## src/rtl/mem_arbiter.sv

```systemverilog
// mem_arbiter: round-robin fetch (r0) / load-store (r1) memory sequencer, 3 cycles per access with mem_ready high.
// Requesters hold req until ack; mem_ready low stretches ACCESS. MEM_ARBITER_TIMEOUT_EN bounds ACCESS to WAIT_MAX cycles.
module mem_arbiter #(
    parameter int ADDR_W   = 16,
    parameter int DATA_W   = 16,
    parameter int WAIT_MAX = 15
) (
    input  logic              mem_arbiter_clock,
    input  logic              mem_arbiter_reset_n,
    input  logic              r0_req,
    input  logic              r1_req,
    input  logic              r0_we,
    input  logic              r1_we,
    input  logic [ADDR_W-1:0] r0_addr,
    input  logic [ADDR_W-1:0] r1_addr,
    input  logic [DATA_W-1:0] r0_wdata,
    input  logic [DATA_W-1:0] r1_wdata,
    output logic              r0_ack,
    output logic              r1_ack,
    output logic [DATA_W-1:0] rdata,
    output logic              busy,
    output logic              err,
    output logic              mem_req,
    output logic              mem_we,
    output logic [ADDR_W-1:0] mem_addr,
    output logic [DATA_W-1:0] mem_wdata,
    input  logic [DATA_W-1:0] mem_rdata,
    input  logic              mem_ready
);

    typedef enum logic [1:0] {
        S_IDLE   = 2'd0,
        S_ACCESS = 2'd1,
        S_DONE   = 2'd2
    } state_t;

    state_t            r_state, w_state_nxt;
    logic              r_rr_last, w_rr_last_nxt;
    logic              r_gnt, w_gnt_nxt;
    logic              r_mem_req, w_mem_req_nxt;
    logic              r_mem_we, w_mem_we_nxt;
    logic [ADDR_W-1:0] r_mem_addr, w_mem_addr_nxt;
    logic [DATA_W-1:0] r_mem_wdata, w_mem_wdata_nxt;
    logic [DATA_W-1:0] r_rdata, w_rdata_nxt;
    logic              r_r0_ack, w_r0_ack_nxt;
    logic              r_r1_ack, w_r1_ack_nxt;
    logic              w_pick;
    logic              w_timeout;

    if (WAIT_MAX < 1) begin : g_wait_max_check
        $error("mem_arbiter: WAIT_MAX must be at least 1");
    end

`ifdef MEM_ARBITER_TIMEOUT_EN
    localparam int WAIT_W = $clog2(WAIT_MAX + 1);
    localparam logic [WAIT_W-1:0] WAIT_LAST = WAIT_W'(WAIT_MAX - 1);

    logic [WAIT_W-1:0] r_wait, w_wait_nxt;
    logic              r_err, w_err_nxt;

    // Last stall cycle before the count would hit WAIT_MAX; mem_ready still wins on that cycle.
    assign w_timeout = (r_wait == WAIT_LAST);

    always_comb begin
        w_wait_nxt = r_wait;
        w_err_nxt  = 1'b0;
        if (r_state == S_IDLE) begin
            w_wait_nxt = '0;
        end else if (r_state == S_ACCESS && !mem_ready) begin
            w_wait_nxt = r_wait + WAIT_W'(1);
            w_err_nxt  = w_timeout;
        end
    end

    always_ff @(posedge mem_arbiter_clock or negedge mem_arbiter_reset_n) begin
        if (!mem_arbiter_reset_n) begin
            r_wait <= '0;
            r_err  <= 1'b0;
        end else begin
            r_wait <= w_wait_nxt;
            r_err  <= w_err_nxt;
        end
    end

    assign err = r_err;
`else
    assign w_timeout = 1'b0;
    assign err       = 1'b0;
`endif

    // On a tie the requester that did not win last time is picked.
    assign w_pick = (r0_req && r1_req) ? ~r_rr_last : ~r0_req;

    always_comb begin
        w_state_nxt     = r_state;
        w_rr_last_nxt   = r_rr_last;
        w_gnt_nxt       = r_gnt;
        w_mem_req_nxt   = r_mem_req;
        w_mem_we_nxt    = r_mem_we;
        w_mem_addr_nxt  = r_mem_addr;
        w_mem_wdata_nxt = r_mem_wdata;
        w_rdata_nxt     = r_rdata;
        w_r0_ack_nxt    = 1'b0;
        w_r1_ack_nxt    = 1'b0;
        case (r_state)
            S_IDLE: begin
                if (r0_req || r1_req) begin
                    w_state_nxt     = S_ACCESS;
                    w_mem_req_nxt   = 1'b1;
                    w_gnt_nxt       = w_pick;
                    w_rr_last_nxt   = w_pick;
                    w_mem_we_nxt    = w_pick ? r1_we    : r0_we;
                    w_mem_addr_nxt  = w_pick ? r1_addr  : r0_addr;
                    w_mem_wdata_nxt = w_pick ? r1_wdata : r0_wdata;
                end
            end
            S_ACCESS: begin
                if (mem_ready || w_timeout) begin
                    w_state_nxt   = S_DONE;
                    w_mem_req_nxt = 1'b0;
                    w_r0_ack_nxt  = ~r_gnt;
                    w_r1_ack_nxt  = r_gnt;
                    if (mem_ready && !r_mem_we) begin
                        w_rdata_nxt = mem_rdata;
                    end
                end
            end
            S_DONE: begin
                w_state_nxt = S_IDLE;
            end
            default: begin
                w_state_nxt = S_IDLE;
            end
        endcase
    end

    always_ff @(posedge mem_arbiter_clock or negedge mem_arbiter_reset_n) begin
        if (!mem_arbiter_reset_n) begin
            r_state     <= S_IDLE;
            r_rr_last   <= 1'b1;
            r_gnt       <= 1'b0;
            r_mem_req   <= 1'b0;
            r_mem_we    <= 1'b0;
            r_mem_addr  <= '0;
            r_mem_wdata <= '0;
            r_rdata     <= '0;
            r_r0_ack    <= 1'b0;
            r_r1_ack    <= 1'b0;
        end else begin
            r_state     <= w_state_nxt;
            r_rr_last   <= w_rr_last_nxt;
            r_gnt       <= w_gnt_nxt;
            r_mem_req   <= w_mem_req_nxt;
            r_mem_we    <= w_mem_we_nxt;
            r_mem_addr  <= w_mem_addr_nxt;
            r_mem_wdata <= w_mem_wdata_nxt;
            r_rdata     <= w_rdata_nxt;
            r_r0_ack    <= w_r0_ack_nxt;
            r_r1_ack    <= w_r1_ack_nxt;
        end
    end

    assign busy      = (r_state != S_IDLE);
    assign mem_req   = r_mem_req;
    assign mem_we    = r_mem_we;
    assign mem_addr  = r_mem_addr;
    assign mem_wdata = r_mem_wdata;
    assign rdata     = r_rdata;
    assign r0_ack    = r_r0_ack;
    assign r1_ack    = r_r1_ack;

endmodule

```

## config.mk

```make
export PLATFORM = sky130hd
export DESIGN_NAME = mem_arbiter
export DESIGN_NICKNAME = d
export VERILOG_FILES = /design/src/rtl/mem_arbiter.sv
export SDC_FILE = /design/constraint.sdc
export NUM_CORES = 1
export LEC_CHECK = 0
export CAP_MARGIN = 20
export CORE_MARGIN = 2
export CORE_UTILIZATION = 39
export DETAILED_ROUTE_END_ITERATION = 8
export HOLD_SLACK_MARGIN = 0.03
export MAX_ROUTING_LAYER = met4
export PLACE_DENSITY = 0.79
export SYNTH_ARGS = -nofsm -noshare
export SYNTH_HDL_FRONTEND = slang
export SYNTH_SLANG_ARGS = --single-unit
```

## constraint.sdc

```tcl
create_clock -name mem_arbiter_clock -period 2.3 [get_ports mem_arbiter_clock]
set_clock_uncertainty 0.15 [all_clocks]
set_input_delay 0.46 -clock mem_arbiter_clock [delete_from_list [all_inputs] [get_ports mem_arbiter_clock]]
set_output_delay 0.46 -clock mem_arbiter_clock [all_outputs]
set_load 0.05 [all_outputs]
```

* Yosys cells after proc, flatten, opt, wreduce, memory -nomap -nowiden
Index checks and enable logic that the tools add are counted.
** Operators by class
- Equality and inequality tests :: 3
- Mux-type cells :: 14
- Bitwise gates (word level) :: 3
- Reduce and logical (&&, ||, !) cells :: 11
** Operator list (count)
- $mux W16 :: 2
- $mux W1 :: 8
- $reduce_and A3 Y1 :: 2
- $mux W2 :: 2
- $ne A2 B2 Y1 const B :: 2
- $pmux W2 S2 :: 1
- $reduce_and A2 Y1 :: 2
- $reduce_bool A2 Y1 :: 2
- $not A1 Y1 :: 3
- $eq A2 B1 Y1 const B :: 1
- $logic_and A1 B1 Y1 :: 2
- $logic_not A2 Y1 :: 1
- $pmux W1 S2 :: 1
- $logic_not A1 Y1 :: 1
- $logic_or A1 B1 Y1 :: 1
** Storage, ports and cells
- Flip-flop bits (word level) :: 56
- Input bits :: 87
- Output and inout port bits :: 54
- Logic and storage cells :: 41

* Logic depth before layout (Yosys ltp)
Gate-level depths: netlist of run 1.
- Word-level depth :: 3
- Gate-level depth with buffers :: 7
- Mapped depth without buffers :: 3

* Least setup slack after synthesis of run 1
No wires, ideal clock.
- Path type :: register to output
- Start point :: reg r_state[1]
- End point :: out busy
- Arrival time :: 1.294 ns
- Required time :: 1.690 ns
- Setup slack :: 0.396 ns
- Cell stages (with the launch flop) :: 4
- Buffers on the path :: 1
- Cells stage by stage :: dfrtp_1 -> nor2_1 -> clkbuf_1 -> inv_1
** Between the ends
- Longest elaborated chain between the ends :: 1
** RTL lines
- start, declared :: line 37 : state_t r_state, w_state_nxt;
- start signal, assigned :: line 150 : r_state <= w_state_nxt;
- $reduce_bool A2 Y1 :: line 163 : assign busy = (r_state != S_IDLE);
- end, declared :: line 21 : output logic busy,
No other way between the ends.

* Worst setup path in the final report of run 1
- Start point :: reg r_mem_we, in the netlist mem_we
- End point :: out mem_we
** RTL lines
- start, declared :: line 41 : logic r_mem_we, w_mem_we_nxt;
- start signal, assigned :: line 154 : r_mem_we <= w_mem_we_nxt;
- end, declared :: line 24 : output logic mem_we,
No word-level cell between the ends.

==> reports/results.txt, run 1 <==
WP depth - 1
Max_cap viols - 0
Setup CP Type - flip-flop to output pin
Clock buffer depth - 2
Root Buffer - clkbuf_8
Final period utilization - 0.936
CP cell instances - clkdlybuf4s50_1
#FFs+latches synth - 56
Detailed-route DRC error count - 0
Port bufs - 139
Seq/Total Area, Yosys - 0.513
Post-Syn Area - 2740 µm²
Largest net degree at the start of global routing - 35
Post-CTS setup buffers - 0
FILL cells - 556
Worst slew pin tran - 0.626 ns
GP Congestion - 0.712
Drt total wl - 7680 µm
Final Critical Period - 2.15 ns
CTS tree - built
Synthesized Nets - 340
Max_slew headroom - 0.583
Post-synthesis cell type count - 24
Seq. cell area - 1400 µm²
Clock transition at path regs - 0.10 ns
Grt total ovfl - 0
Slowest CP cell - clkdlybuf4s50_1
Share of cells above drive strength 1 - 0.191
YS warnings - 0
Num CTS Buffers - 5
RSZ-0062 raised after global routing - no
Setup TNS - 0 ns
Worst path arrival time - 1.54 ns
CP peak stage delay - 0.83 ns
P_leak - 1.64 nW
Setup crit end kind - output pin
Initial Util - 0.403
Bufs and invs on worst path - 1
RR Startpoint - r_state[1]
Total track usage - 0.203
I/O pin total - 141
Highest clock rate - 465 MHz
Top fanout value on the critical path - 3
Worst EP required - 1.69 ns
Fin Hold WS - 0.276 ns
Syn avg cell area - 10.8 µm²
Crit. Startpoint - mem_we
Rows - 30
Via-to-Cell Ratio - 5.20
Setup Viol. Count Final - 0
Post-layout nets - 473
Synth-to-Final Area Change - 58.8%
H-tree Lvls - 2
Most area-consuming cells after synthesis - dfrtp_1 50%, a31oi_2 14%, mux2_2 6.6%
Die H - 87.7 µm
1st-iter DRT viols - 90
DR vias - 2512
WL/cell - 15.9 µm
Pwr/cell area - 1470 nW/µm²
Initial antenna violation count - 0
Die area - 7700 µm²
Reg2Reg Setup Slack - 0.63 ns
Antenna-violating nets left - 0
Core Footprint - 6790 µm²
Gate Count Post-Synth - 253
Worst-Skew Late Latency - 0.31 ns
Vias in the first global route - 2493
Clock Sink Count - 56
R2R depth - 3
Worst vdd rail ir drop - 748 µV
Status - finished clean
Area leader, netlist - dfrtp_1
Hold Crit Class - flip-flop to flip-flop
Worst Hold Launch - r_gnt
Global-route wire length before repair - 11700 µm
Final hold viol count - 0
Pre-antenna DRT Iters - 4
Startpoint types - flip-flop
Slew Limit Fails - 0
Top delay family on crit path - buffers and inverters
Die width - 87.7 µm
Multi-input gate area - 1180 µm²
DP Wirelength - 5630 µm
ANT cells - 0
WHS Path Cells - 1
Area share of the largest cell type after synthesis - 0.503
[kinds of logic (layout without fill, tap and decap cells)]
kind of cell    after synthesis  after routing  synth area share
compound gates              102            102             0.272
flops                        56             56             0.513
simple gates                 47             47            0.0878
buf+inv                      31            165            0.0599
mux                          16             16            0.0659
other cells                   1              1           0.00137
[final timing paths]
| check | endpoint |
|---|---|
| setup / recovery | mem_we |
| hold / removal | r0_ack |
| setup reg to reg | mem_wdata[3] |
| hold reg to reg | r0_ack |
| max in group asynchronous | mem_addr[13] |
| min in group asynchronous | rdata[0] |
[layout by cell type, fill, tap and decap left out, drive strengths merged]
| cell type | n |
|---|---|
| inv | 4 |
| mux2 | 16 |
| o21ai | 34 |
| nand2b | 2 |
| dlygate4sd3 | 1 |
| buf | 15 |
| conb | 1 |
| clkbuf | 6 |
| and2 | 1 |
| nand3 | 34 |
| or2 | 1 |
| nor2b | 1 |
| clkinvlp | 2 |
| dfstp | 1 |
| o21a | 1 |
| dfrtp | 55 |
| a21oi | 33 |
| nand2 | 3 |
| a31oi | 33 |
| nor2 | 4 |
| nand3b | 1 |
| clkdlybuf4s50 | 137 |
| a21boi | 1 |
[per-layer routing]
layer	track usage	up-vias	part of all wire
met5	-	-	0
met4	0.0685	0	0.016
met3	0.0434	10	0.067
met2	0.351	103	0.50
met1	0.233	1211	0.42
li1	-	1188	-
[layout make-up]
type,instances,area share
clock inverters,2,0.00346
repair buffers,153,0.352
well taps,96,0.0277
flip-flops and latches,56,0.323
inverters,4,0.00346
multi-input cells,166,0.271
clock buffers,6,0.0190
[stage by stage]
| step | cells | instance area (µm²) | total power, mW | setup slack [ns] | util |
|---|---|---|---|---|---|
| floorplan | 253 | 2740 | 4.51 | 0.396 | - |
| global placement | 474 | 4240 | 5.82 | 0.200 | 0.623 |
| detailed placement | 474 | 4240 | 5.89 | 0.111 | 0.623 |
| CTS | 483 | 4340 | 6.45 | 0.128 | 0.639 |
| global route | 483 | 4340 | 6.71 | 0.0785 | 0.639 |
| finish | 483 | 4340 | 6.40 | 0.148 | 0.639 |
[what timing repair did]
item                      4_1_cts  5_1_grt
gates resized for setup         0        0
hold buffers                    1        0
hold endpoints to repair       14        0
[sequential cells by signal, indices dropped and copies added (netlist names)]
register / flops
r0_ack: 1
mem_we: 1
r_rr_last: 1
r_state: 2
rdata: 16
mem_addr: 16
mem_wdata: 16
r1_ack: 1
r_gnt: 1
mem_req: 1
[Yosys cell counts (all sizes together)]
cell and n:
a21boi 1, and2 1, nand2b 2, inv 4, conb 1, a21oi 33, or2 1, buf 9
clkbuf 18, o21ai 34, dfrtp 55, nor2b 1, nor2 4, nand3 34, nand2 3, dfstp 1
a31oi 33, mux2 16, nand3b 1, o21a 1
[report_power, final]
| part | switching (mW) | internal, mW |
|---|---|---|
| Combinational | 2.62 | 1.47 |
| Clock | 0.316 | 0.244 |
| Sequential | 0.266 | 1.48 |
Note: power is estimated with default switching activity, not from simulation.
==> run 2: changes to the inputs <==
- GPL_ROUTABILITY_DRIVEN: default -> 1
==> results of run 2 <==
The final DEF is identical to that of run 1; final timing and power are the same.
==> run 3: changes to the inputs <==
- CELL_PAD_IN_SITES_DETAIL_PLACEMENT: default -> 1
- CELL_PAD_IN_SITES_GLOBAL_PLACEMENT: default -> 1
- CORE_ASPECT_RATIO: default -> 1.2
- CORE_UTILIZATION: 39 -> 29
- PLACE_DENSITY: 0.79 -> default
- PLACE_DENSITY_LB_ADDON: default -> 0.1
==> reports/results.txt, run 3 (synthesized netlist as in run 1, its figures left out) <==
Port bufs - 139 (unchanged)
Startpoint types - flip-flop
DR vias - 2511 (-0.040%)
CP peak stage delay - 0.82 ns (about the same)
Final hold viol count - 0 (unchanged)
WL/cell - 16.6 µm (+4.5%)
Pwr/cell area - 1470 nW/µm² (-0.39%)
Die width - 92.7 µm (+5.6%)
RSZ-0062 raised after global routing - no
Die H - 110 µm (+26%)
Psw - 3.25 mW (+1.5%)
Post-Place Cells - 500 (+5.5%)
Internal power - 3.17 mW (-0.53%)
Slowest CP cell - clkdlybuf4s50_1
GP Congestion - 0.767 (+7.8%)
I/O pin total - 141 (unchanged)
Rows - 38 (+27%)
Initial Util - 0.300 (-0.103)
Non-Filler Instances - 509 (+5.4%)
Highest clock rate - 464 MHz (about the same)
1st-iter DRT viols - 56 (-38%)
Clock transition at path regs - 0.11 ns (about the same)
Setup TNS - 0 ns (unchanged)
Die area - 10200 µm² (+33%)
Setup CP Type - flip-flop to output pin
Largest net degree at the start of global routing - 57 (+63%)
Worst path arrival time - 1.54 ns (about the same)
Leading cell type in the layout, fill and taps excluded - clkdlybuf4s50_1
Seq. cell area - 1400 µm² (unchanged)
P_leak - 1.66 nW (+0.71%)
Global-route wire length before repair - 13100 µm (+12%)
Combinational group share of total power - 0.639 (about the same)
Top fanout value on the critical path - 3 (unchanged)
Setup Viol. Count Final - 0 (unchanged)
Worst vdd rail ir drop - 444 µV (-41%)
Sw frac - 0.506 (+0.00514)
Fin Hold WS - 0.284 ns (+0.00793 ns)
Detailed-route DRC error count - 0 (unchanged)
Num CTS Buffers - 5 (unchanged)
Share of cells above drive strength 1 - 0.198 (+0.00673)
Vias in the first global route - 2598 (+4.2%)
DP Wirelength - 5970 µm (+6.1%)
Worst EP required - 1.69 ns (about the same)
Pre-antenna DRT Iters - 6 (+2)
Initial antenna violation count - 0 (unchanged)
FILL cells - 1035 (+86%)
Worst-Skew Late Latency - 0.31 ns (about the same)
Final period utilization - 0.936 (about the same)
Worst slew pin tran - 0.572 ns (-0.0541 ns)
Sequential share of power - 0.271 (about the same)
Max_slew headroom - 0.619 (+0.0360)
Total track usage - 0.170 (-0.0328)
Grt total ovfl - 0 (unchanged)
Bufs and invs on worst path - 1 (unchanged)
Drt total wl - 8450 µm (+10%)
Fin area - 4380 µm² (+0.89%)
Post-Route Utilization - 0.480 (-0.159)
Clock buffer depth - 2 (unchanged)
RR Startpoint - r_state[1]
Top delay family on crit path - buffers and inverters
Clock Sink Count - 56 (unchanged)
Post-cts sizing count - 0 (unchanged)
Multi-input gate area - 1180 µm² (unchanged)
Worst Hold Launch - r_gnt
Core Footprint - 9130 µm² (+34%)
Hold Crit Class - flip-flop to flip-flop
Via-to-Cell Ratio - 4.93 (-5.1%)
Max_cap viols - 0 (unchanged)
Setup crit end kind - output pin
H-tree Lvls - 2 (unchanged)
Post-layout nets - 475 (+0.42%)
Most frequent cells in the layout - 136 x clkdlybuf4s50_1, 55 x dfrtp_1, 34 x o21ai_0, 34 x nand3_1, 33 x a21oi_1
Status - finished clean
Synth-to-Final Area Change - 60.2%
Crit. Startpoint - mem_we
ANT cells - 0 (unchanged)
CTS tree - built
Slew Limit Fails - 0 (unchanged)
Root Buffer - clkbuf_8
Final Critical Period - 2.15 ns (+0.00129 ns)
Antenna-violating nets left - 0 (unchanged)
CP cell instances - clkdlybuf4s50_1
Clk network pwr share - 0.090 (+0.002)
Dpl cell area - 4280 µm² (+1.0%)
[run 3: routing by layer]
layer,global-route usage,part of all wire,vias up
met5,-,0,-
met4,0.0441,0.0097,0
met3,0.0421,0.067,4
met2,0.296,0.52,93
met1,0.199,0.41,1224
li1,-,-,1190
[run 3: repair_timing]
item                       in CTS  in global routing
hold buffers                    1                  0
buffers inserted                0                  0
hold endpoints to repair       55                  0
setup endpoints to repair       0                  0
[run 3: final cells by class]
type | count | share of cell area
Timing Repair Buffer | 155 | 0.352
Sequential cell | 56 | 0.320
Multi-Input combinational cell | 166 | 0.269
Tap cell | 120 | 0.0343
Clock buffer | 5 | 0.0157
Clock inverter | 3 | 0.00571
Inverter | 4 | 0.00343
[run 3: path summary, 6_finish.rpt]
check | slack, ns | to | cells after the start
worst max-delay path | 0.15 | mem_we | 1
worst min-delay path | 0.28 | r0_ack | 1
worst max register to register | 0.43 | mem_wdata[7] | 3
worst min register to register | 0.28 | r0_ack | 1
max in group asynchronous | 1.20 | r_rr_last | 3
min in group asynchronous | 0.51 | mem_addr[3] | 3
[run 3: power groups by stage]
stage               Sequential [mW]  Combinational, mW  Clock (mW)
floorplan                      3.31               1.19           0
global placement               1.75               4.12           0
detailed placement             1.77               4.16           0
CTS                            1.75               4.16       0.600
global route                   1.81               4.34       0.645
finish                         1.74               4.11       0.576
[run 3: through the flow]
step                power, mW  setup slack (ns)
detailed placement       5.92             0.106
floorplan                4.51             0.396
global placement         5.87             0.191
global route             6.79            0.0787
finish                   6.43             0.147
CTS                      6.51             0.116
